$ cat src/rtl/mips_multicycle_ctrl_if.sv
// ---------------------------------------------------------------------------
// mips_multicycle_ctrl_if
// Bundles the controller <-> datapath/memory signals of the Extended-MIPS
// multi-cycle core.
//   Datapath -> controller : opcode, funct (IR fields), z (ALU zero flag),
//                            mem_ready (memory completes access this cycle)
//   Controller -> datapath : mem_req, mem_we, iord, ir_write, pc_write,
//                            pc_src, alu_src_a, alu_src_b, zero_ext,
//                            alu_cont, reg_write, reg_dst, mem_to_reg,
//                            illegal, state (debug)
// master = controller side, slave = datapath side.
// ---------------------------------------------------------------------------
interface mips_multicycle_ctrl_if;
    logic [5:0] opcode;
    logic [5:0] funct;
    logic       z;
    logic       mem_ready;

    logic       mem_req;
    logic       mem_we;
    logic       iord;
    logic       ir_write;
    logic       pc_write;
    logic [1:0] pc_src;
    logic       alu_src_a;
    logic [1:0] alu_src_b;
    logic       zero_ext;
    logic [2:0] alu_cont;
    logic       reg_write;
    logic       reg_dst;
    logic       mem_to_reg;
    logic       illegal;
    logic [3:0] state;

    modport master (
        input  opcode, funct, z, mem_ready,
        output mem_req, mem_we, iord, ir_write, pc_write, pc_src,
               alu_src_a, alu_src_b, zero_ext, alu_cont, reg_write,
               reg_dst, mem_to_reg, illegal, state
    );

    modport slave (
        output opcode, funct, z, mem_ready,
        input  mem_req, mem_we, iord, ir_write, pc_write, pc_src,
               alu_src_a, alu_src_b, zero_ext, alu_cont, reg_write,
               reg_dst, mem_to_reg, illegal, state
    );
endinterface

$ cat src/rtl/mips_multicycle_ctrl.sv
// ---------------------------------------------------------------------------
// mips_multicycle_ctrl
// Multi-cycle main controller for the Extended-MIPS datapath. Sequences each
// instruction through FETCH / DECODE / execute / memory / writeback states and
// drives datapath muxes, register-file and memory strobes. Memory accesses use
// a req/ready handshake; FETCH, MEM_RD and MEM_WR stall until mem_ready.
// Ports:
//   clk     - rising-edge clock
//   rst_n   - asynchronous active-low reset; forces state IDLE and all
//             outputs to 0 while low
//   ctrl_if - master modport of mips_multicycle_ctrl_if (see that file)
// ---------------------------------------------------------------------------
module mips_multicycle_ctrl (
    input  logic                          clk,
    input  logic                          rst_n,
    mips_multicycle_ctrl_if.master        ctrl_if
);

    typedef enum logic [3:0] {
        S_IDLE     = 4'd0,
        S_FETCH    = 4'd1,
        S_DECODE   = 4'd2,
        S_MEM_ADDR = 4'd3,
        S_MEM_RD   = 4'd4,
        S_MEM_WB   = 4'd5,
        S_MEM_WR   = 4'd6,
        S_R_EXEC   = 4'd7,
        S_R_WB     = 4'd8,
        S_I_EXEC   = 4'd9,
        S_I_WB     = 4'd10,
        S_BRANCH   = 4'd11,
        S_JUMP     = 4'd12
    } state_e;

    localparam logic [5:0] OP_RTYPE = 6'h00;
    localparam logic [5:0] OP_LW    = 6'h23;
    localparam logic [5:0] OP_SW    = 6'h2B;
    localparam logic [5:0] OP_ADDI  = 6'h08;
    localparam logic [5:0] OP_ANDI  = 6'h0C;
    localparam logic [5:0] OP_ORI   = 6'h0D;
    localparam logic [5:0] OP_SLTI  = 6'h0A;
    localparam logic [5:0] OP_BEQ   = 6'h04;
    localparam logic [5:0] OP_BNE   = 6'h05;
    localparam logic [5:0] OP_J     = 6'h02;

    localparam logic [2:0] ALU_ADD = 3'b010;
    localparam logic [2:0] ALU_SUB = 3'b110;
    localparam logic [2:0] ALU_AND = 3'b000;
    localparam logic [2:0] ALU_OR  = 3'b001;
    localparam logic [2:0] ALU_NOR = 3'b011;
    localparam logic [2:0] ALU_SLT = 3'b111;

    state_e state_q, state_d;
    // Set on the first edge after reset release; IDLE waits on it so the
    // first FETCH starts on the second rising edge after release.
    logic   rst_done_q;

    logic       mem_req_s, mem_we_s, iord_s, ir_write_s, pc_write_s;
    logic [1:0] pc_src_s;
    logic       alu_src_a_s;
    logic [1:0] alu_src_b_s;
    logic       zero_ext_s;
    logic [2:0] alu_cont_s;
    logic       reg_write_s, reg_dst_s, mem_to_reg_s, illegal_s;

    // State register and reset-release marker.
    always_ff @(posedge clk or negedge rst_n) begin
        if (!rst_n) begin
            state_q    <= S_IDLE;
            rst_done_q <= 1'b0;
        end else begin
            state_q    <= state_d;
            rst_done_q <= 1'b1;
        end
    end

    // Next-state and per-state datapath control.
    always_comb begin
        state_d      = state_q;
        mem_req_s    = 1'b0;
        mem_we_s     = 1'b0;
        iord_s       = 1'b0;
        ir_write_s   = 1'b0;
        pc_write_s   = 1'b0;
        pc_src_s     = 2'b00;
        alu_src_a_s  = 1'b0;
        alu_src_b_s  = 2'b00;
        zero_ext_s   = 1'b0;
        alu_cont_s   = ALU_ADD;
        reg_write_s  = 1'b0;
        reg_dst_s    = 1'b0;
        mem_to_reg_s = 1'b0;
        illegal_s    = 1'b0;

        case (state_q)
            S_IDLE: begin
                if (rst_done_q) begin
                    state_d = S_FETCH;
                end else begin
                    state_d = S_IDLE;
                end
            end
            S_FETCH: begin
                // PC + 4 computed while the instruction is read.
                mem_req_s   = 1'b1;
                alu_src_b_s = 2'b01;
                ir_write_s  = ctrl_if.mem_ready;
                pc_write_s  = ctrl_if.mem_ready;
                if (ctrl_if.mem_ready) begin
                    state_d = S_DECODE;
                end else begin
                    state_d = S_FETCH;
                end
            end
            S_DECODE: begin
                // Branch target precomputed into ALUOut.
                alu_src_b_s = 2'b11;
                case (ctrl_if.opcode)
                    OP_RTYPE:                          state_d = S_R_EXEC;
                    OP_LW, OP_SW:                      state_d = S_MEM_ADDR;
                    OP_ADDI, OP_ANDI, OP_ORI, OP_SLTI: state_d = S_I_EXEC;
                    OP_BEQ, OP_BNE:                    state_d = S_BRANCH;
                    OP_J:                              state_d = S_JUMP;
                    default: begin
                        state_d   = S_FETCH;
                        illegal_s = 1'b1;
                    end
                endcase
            end
            S_MEM_ADDR: begin
                alu_src_a_s = 1'b1;
                alu_src_b_s = 2'b10;
                if (ctrl_if.opcode == OP_LW) begin
                    state_d = S_MEM_RD;
                end else if (ctrl_if.opcode == OP_SW) begin
                    state_d = S_MEM_WR;
                end else begin
                    state_d = S_FETCH;
                end
            end
            S_MEM_RD: begin
                mem_req_s = 1'b1;
                iord_s    = 1'b1;
                if (ctrl_if.mem_ready) begin
                    state_d = S_MEM_WB;
                end else begin
                    state_d = S_MEM_RD;
                end
            end
            S_MEM_WB: begin
                reg_write_s  = 1'b1;
                mem_to_reg_s = 1'b1;
                state_d      = S_FETCH;
            end
            S_MEM_WR: begin
                mem_req_s = 1'b1;
                mem_we_s  = 1'b1;
                iord_s    = 1'b1;
                if (ctrl_if.mem_ready) begin
                    state_d = S_FETCH;
                end else begin
                    state_d = S_MEM_WR;
                end
            end
            S_R_EXEC: begin
                alu_src_a_s = 1'b1;
                state_d     = S_R_WB;
                case (ctrl_if.funct)
                    6'h20:   alu_cont_s = ALU_ADD;
                    6'h22:   alu_cont_s = ALU_SUB;
                    6'h24:   alu_cont_s = ALU_AND;
                    6'h25:   alu_cont_s = ALU_OR;
                    6'h27:   alu_cont_s = ALU_NOR;
                    6'h2A:   alu_cont_s = ALU_SLT;
                    default: begin
                        // Unknown funct: skip writeback entirely.
                        illegal_s = 1'b1;
                        state_d   = S_FETCH;
                    end
                endcase
            end
            S_R_WB: begin
                reg_write_s = 1'b1;
                reg_dst_s   = 1'b1;
                state_d     = S_FETCH;
            end
            S_I_EXEC: begin
                alu_src_a_s = 1'b1;
                alu_src_b_s = 2'b10;
                state_d     = S_I_WB;
                case (ctrl_if.opcode)
                    OP_ANDI: begin
                        alu_cont_s = ALU_AND;
                        zero_ext_s = 1'b1;
                    end
                    OP_ORI: begin
                        alu_cont_s = ALU_OR;
                        zero_ext_s = 1'b1;
                    end
                    OP_SLTI: alu_cont_s = ALU_SLT;
                    default: alu_cont_s = ALU_ADD;
                endcase
            end
            S_I_WB: begin
                reg_write_s = 1'b1;
                state_d     = S_FETCH;
            end
            S_BRANCH: begin
                alu_src_a_s = 1'b1;
                alu_cont_s  = ALU_SUB;
                pc_src_s    = 2'b01;
                state_d     = S_FETCH;
                if (ctrl_if.opcode == OP_BEQ) begin
                    pc_write_s = ctrl_if.z;
                end else if (ctrl_if.opcode == OP_BNE) begin
                    pc_write_s = ~ctrl_if.z;
                end else begin
                    pc_write_s = 1'b0;
                end
            end
            S_JUMP: begin
                pc_src_s   = 2'b10;
                pc_write_s = 1'b1;
                state_d    = S_FETCH;
            end
            default: begin
                state_d = S_IDLE;
            end
        endcase
    end

    // Outputs are forced to zero while reset is held so no strobe (in
    // particular mem_we) survives an abandoned access.
    assign ctrl_if.mem_req    = rst_n & mem_req_s;
    assign ctrl_if.mem_we     = rst_n & mem_we_s;
    assign ctrl_if.iord       = rst_n & iord_s;
    assign ctrl_if.ir_write   = rst_n & ir_write_s;
    assign ctrl_if.pc_write   = rst_n & pc_write_s;
    assign ctrl_if.pc_src     = rst_n ? pc_src_s    : 2'b00;
    assign ctrl_if.alu_src_a  = rst_n & alu_src_a_s;
    assign ctrl_if.alu_src_b  = rst_n ? alu_src_b_s : 2'b00;
    assign ctrl_if.zero_ext   = rst_n & zero_ext_s;
    assign ctrl_if.alu_cont   = rst_n ? alu_cont_s  : 3'b000;
    assign ctrl_if.reg_write  = rst_n & reg_write_s;
    assign ctrl_if.reg_dst    = rst_n & reg_dst_s;
    assign ctrl_if.mem_to_reg = rst_n & mem_to_reg_s;
    assign ctrl_if.illegal    = rst_n & illegal_s;
    assign ctrl_if.state      = state_q;

endmodule
$ cat src/flat_wrapper.sv
// flat-port wrapper written by rule: the top's interface ports become plain ports
module mips_multicycle_ctrl_flat 
  (clk, rst_n, ctrl_if_opcode, ctrl_if_funct, ctrl_if_z, ctrl_if_mem_ready, ctrl_if_mem_req, ctrl_if_mem_we, ctrl_if_iord, ctrl_if_ir_write, ctrl_if_pc_write, ctrl_if_pc_src, ctrl_if_alu_src_a, ctrl_if_alu_src_b, ctrl_if_zero_ext, ctrl_if_alu_cont, ctrl_if_reg_write, ctrl_if_reg_dst, ctrl_if_mem_to_reg, ctrl_if_illegal, ctrl_if_state);
  mips_multicycle_ctrl_if ctrl_if_i ();
  input  logic clk;
  input  logic rst_n;
  input wire logic [$bits(ctrl_if_i.opcode)-1:0] ctrl_if_opcode;
  input wire logic [$bits(ctrl_if_i.funct)-1:0] ctrl_if_funct;
  input wire logic [$bits(ctrl_if_i.z)-1:0] ctrl_if_z;
  input wire logic [$bits(ctrl_if_i.mem_ready)-1:0] ctrl_if_mem_ready;
  output wire logic [$bits(ctrl_if_i.mem_req)-1:0] ctrl_if_mem_req;
  output wire logic [$bits(ctrl_if_i.mem_we)-1:0] ctrl_if_mem_we;
  output wire logic [$bits(ctrl_if_i.iord)-1:0] ctrl_if_iord;
  output wire logic [$bits(ctrl_if_i.ir_write)-1:0] ctrl_if_ir_write;
  output wire logic [$bits(ctrl_if_i.pc_write)-1:0] ctrl_if_pc_write;
  output wire logic [$bits(ctrl_if_i.pc_src)-1:0] ctrl_if_pc_src;
  output wire logic [$bits(ctrl_if_i.alu_src_a)-1:0] ctrl_if_alu_src_a;
  output wire logic [$bits(ctrl_if_i.alu_src_b)-1:0] ctrl_if_alu_src_b;
  output wire logic [$bits(ctrl_if_i.zero_ext)-1:0] ctrl_if_zero_ext;
  output wire logic [$bits(ctrl_if_i.alu_cont)-1:0] ctrl_if_alu_cont;
  output wire logic [$bits(ctrl_if_i.reg_write)-1:0] ctrl_if_reg_write;
  output wire logic [$bits(ctrl_if_i.reg_dst)-1:0] ctrl_if_reg_dst;
  output wire logic [$bits(ctrl_if_i.mem_to_reg)-1:0] ctrl_if_mem_to_reg;
  output wire logic [$bits(ctrl_if_i.illegal)-1:0] ctrl_if_illegal;
  output wire logic [$bits(ctrl_if_i.state)-1:0] ctrl_if_state;
  assign ctrl_if_i.opcode = ctrl_if_opcode;
  assign ctrl_if_i.funct = ctrl_if_funct;
  assign ctrl_if_i.z = ctrl_if_z;
  assign ctrl_if_i.mem_ready = ctrl_if_mem_ready;
  assign ctrl_if_mem_req = ctrl_if_i.mem_req;
  assign ctrl_if_mem_we = ctrl_if_i.mem_we;
  assign ctrl_if_iord = ctrl_if_i.iord;
  assign ctrl_if_ir_write = ctrl_if_i.ir_write;
  assign ctrl_if_pc_write = ctrl_if_i.pc_write;
  assign ctrl_if_pc_src = ctrl_if_i.pc_src;
  assign ctrl_if_alu_src_a = ctrl_if_i.alu_src_a;
  assign ctrl_if_alu_src_b = ctrl_if_i.alu_src_b;
  assign ctrl_if_zero_ext = ctrl_if_i.zero_ext;
  assign ctrl_if_alu_cont = ctrl_if_i.alu_cont;
  assign ctrl_if_reg_write = ctrl_if_i.reg_write;
  assign ctrl_if_reg_dst = ctrl_if_i.reg_dst;
  assign ctrl_if_mem_to_reg = ctrl_if_i.mem_to_reg;
  assign ctrl_if_illegal = ctrl_if_i.illegal;
  assign ctrl_if_state = ctrl_if_i.state;
  mips_multicycle_ctrl u_core (.clk(clk), .rst_n(rst_n), .ctrl_if(ctrl_if_i));
endmodule
$ cat config.mk
export PLATFORM = sky130hd
export DESIGN_NAME = mips_multicycle_ctrl_flat
export DESIGN_NICKNAME = d
export VERILOG_FILES = /design/src/rtl/mips_multicycle_ctrl_if.sv /design/src/rtl/mips_multicycle_ctrl.sv /design/src/flat_wrapper.sv
export SDC_FILE = /design/constraint.sdc
export NUM_CORES = 1
export LEC_CHECK = 0
export ABC_AREA = 1
export BUFFER_PORTS_ARGS = -buffer_cell sky130_fd_sc_hd__buf_2
export CAP_MARGIN = 20
export CORE_MARGIN = 3
export CORE_UTILIZATION = 46
export CTS_CLUSTER_SIZE = 14
export DETAILED_ROUTE_END_ITERATION = 7
export PLACE_DENSITY = 0.79
export SETUP_SLACK_MARGIN = 0.05
export SLEW_MARGIN = 20
export SYNTH_ARGS = -nofsm -noshare
export SYNTH_HDL_FRONTEND = slang
export SYNTH_SLANG_ARGS = --single-unit
export TNS_END_PERCENT = 30
$ cat constraint.sdc
create_clock -name clk -period 1.5 [get_ports clk]
set_input_delay 0.075 -clock clk [delete_from_list [all_inputs] [get_ports clk]]
set_output_delay 0.075 -clock clk [all_outputs]
set_load 0.005 [all_outputs]
==> metrics <==
first-pass GRT wire length 4650 um; Clock Path Buffers 2; share of cells above drive strength 1 a little over two fifths; pin count of the biggest net entering global routing 17; status complete, but fails checks; die width 47.8 um; Die ar. 2280 um^2; Critical Path AT approximately 1700 ps; Initial Util roughly 51%; Critical Path Start Type register; CTS sink cnt 5; DRC Markers 0; CP max FO 5; Final ANT Viol Nets 0; Fin Clk Skew 14.7 ps; IO Pins 38; Ys Warns 0; Max Clk Rate 632 MHz; via density per instance about 5.6; Initial DRT Pass Iterations 4; WL per Instance 14.4 um; htree depth 1; main combinational cell family by area after synthesis simple AND/OR/NAND/NOR gates; HP Class in -> reg; mux share of post-synthesis cell area 0%; Worst path slowest cell dfrtp_2; Seq/Total Area, Yosys between 10% and 20%; initial antenna violation count 0; Pwr Density slightly below 1000 nW/um^2; PortBufs 37; grt total ovfl 0; Placed Instances 210; Clk Latency, worst-skew pair 260 ps; syn_area_per_cell 5.02 um^2; reg2reg setup slack -80 ps; Tot GR Track Use 28.2%; Max Cap Violations 0; RSZ-0062 raised after global routing yes; fin worst setup slack -81.6 ps; Slew Limit Fails 0; die height 47.8 um; Worst-path clk slew 60 ps; WL final 3320 um; Final Non-Filler Cells 230; FF/Latch Area about 130 um^2; HPWL after detailed placement 1930 um; share of the synthesized area in the top cell type between 10% and 20%; CP peak stage delay between 400 and 500 ps; critical path required time between 1500 and 2000 ps; critical path type reg -> reg; final net count 231; synthesized area roughly 800 um^2; Area Growth Syn to Fin 56.1%; critical path capture point type register; most common cell after layout, fill and taps aside nor2_1; Site Rows 14; Hold WS approximately 160 ps; vias 1283; TritonCTS clock tree yes; TritonCTS Buffers 3; Yosys reg bits 5; Yosys top cell by area nor2_1; Peak VDD IR 0.614 mV; unique cell type count in the Yosys netlist 20; Root Driver clkbuf_4; Fin. Hold Viols 0; first-iteration detailed-routing DRC count 54; leakage power 0.000685 uW; fraction of the cycle the final worst path needs 105%; Fill cells roughly 120; CP cell instances buf_4 > buf_4 > nand4_1 > nand2_1 > nor2_1 > nand3_1 > nor2_1 > nand2_1; minimum clock period 1580 ps; syn nets 176; dpl cell area 990 um^2; Compound-Gate Fraction of Synth Area 10.4%; Synth Area in Simple Gates 57.9%; Cells after Synth 160; synth top area cells nor2_1 20%, nand2_1 16%, dfrtp_1 16%; cell area after layout approximately 1300 um^2; diode count 0; area of the multi-input gates 662 um^2; commonest non-fill, non-tap cells in the layout 38 x nor2_1, 37 x buf_2, 28 x nand2_1; vias in the first global route 1147; XOR/XNOR share of the synthesized area about 1.1%; placer congestion estimate 0.885; Final setup viols 11; core area 1580 um^2; failing checks setup timing; post-synthesis adder-cell area fraction 0%
-- layout make-up --
class	instances	share of cell area, %
clock inverter	1	0.399
sequential	5	10.4
inverter	26	8.18
tap	16	1.60
clock buffer	3	1.80
multi-input combinational	126	52.8
timing repair buffer	53	24.9
-- path summary, 6_finish.rpt --
check,cells after the start,startpoint,to
setup / recovery,8,u_core.ctrl_if.state[1]$_DFF_PN0_,u_core.ctrl_if.state[0]$_DFF_PN0_
hold / removal,3,ctrl_if_opcode[3],u_core.ctrl_if.state[1]$_DFF_PN0_
setup reg to reg,8,u_core.ctrl_if.state[1]$_DFF_PN0_,u_core.ctrl_if.state[0]$_DFF_PN0_
hold reg to reg,6,u_core.rst_done_q$_DFF_PN0_,u_core.ctrl_if.state[0]$_DFF_PN0_
max in group asynchronous,2,rst_n,u_core.ctrl_if.state[2]$_DFF_PN0_
min in group asynchronous,2,rst_n,u_core.ctrl_if.state[1]$_DFF_PN0_
-- cell usage after synthesis, drive strengths merged --
library cell  number
nor3               2
nand4              3
nor4               1
clkbuf             1
dfrtp              5
buf                2
xor2               1
o21ai              4
nand3             19
conb               1
nand2             34
inv               26
a31oi              3
nand3b             1
a21oi              9
nor2              48
-- routing by layer --
layer	up-vias	global-route usage (%)	wire length, um
met4	0	11.8	130
met2	79	52.5	1660
met1	573	29.5	1300
li1	610	-	-
met3	21	7.14	232
met5	-	0	0
-- flip-flops by register name, indices dropped and copies added, names as in the netlist --
name and count:
u_core.rst_done_q 1, u_core.ctrl_if.state 4
-- critical path, delay by kind of cell, from the launching register on --
| kind | cells | cell delay (ps) |
|---|---|---|
| flops | 1 | 470 |
| buf+inv | 2 | 290 |
| simple gates | 6 | 700 |
-- logic make-up (layout without fill, tap and decap cells) --
group,count (synthesis),after routing
DFF,5,5
AOI/OAI and AO/OA,16,16
xor gates and xnor gates,1,1
buffers and inverters,29,83
and+or+nand+nor,108,108
other,1,1
-- power by group --
group | switching [uW] | total [uW] | leakage [uW] | internal (uW)
registers | 68.8 | 239 | 0.0000586 | 170
logic | 462 | 814 | 0.000608 | 351
clock network | 74.7 | 172 | 0.0000177 | 97.7
-- stage by stage --
stage / power, uW / setup WS, ps / setup TNS, ps / util [%]
finish: 1230 / -81.6 / -503 / 79.5
global route: 1300 / -283 / -1450 / 79.5
CTS: 1050 / -0.698 / -0.698 / 74.8
detailed placement: 675 / 70.2 / 0 / 62.8
global placement: 671 / 122 / 0 / 62.8
floorplan: 540 / 326 / 0 / -
-- timing repair --
action / in CTS / in global routing
hold buffers: 1 / 0
endpoints found under the setup margin: 12 / 17
pin swaps: 9 / 8
setup buffers: 11 / 4
gates resized for setup: 27 / 13
endpoints found under the hold margin: 5 / 0
Note: power is estimated with default switching activity, not from simulation.
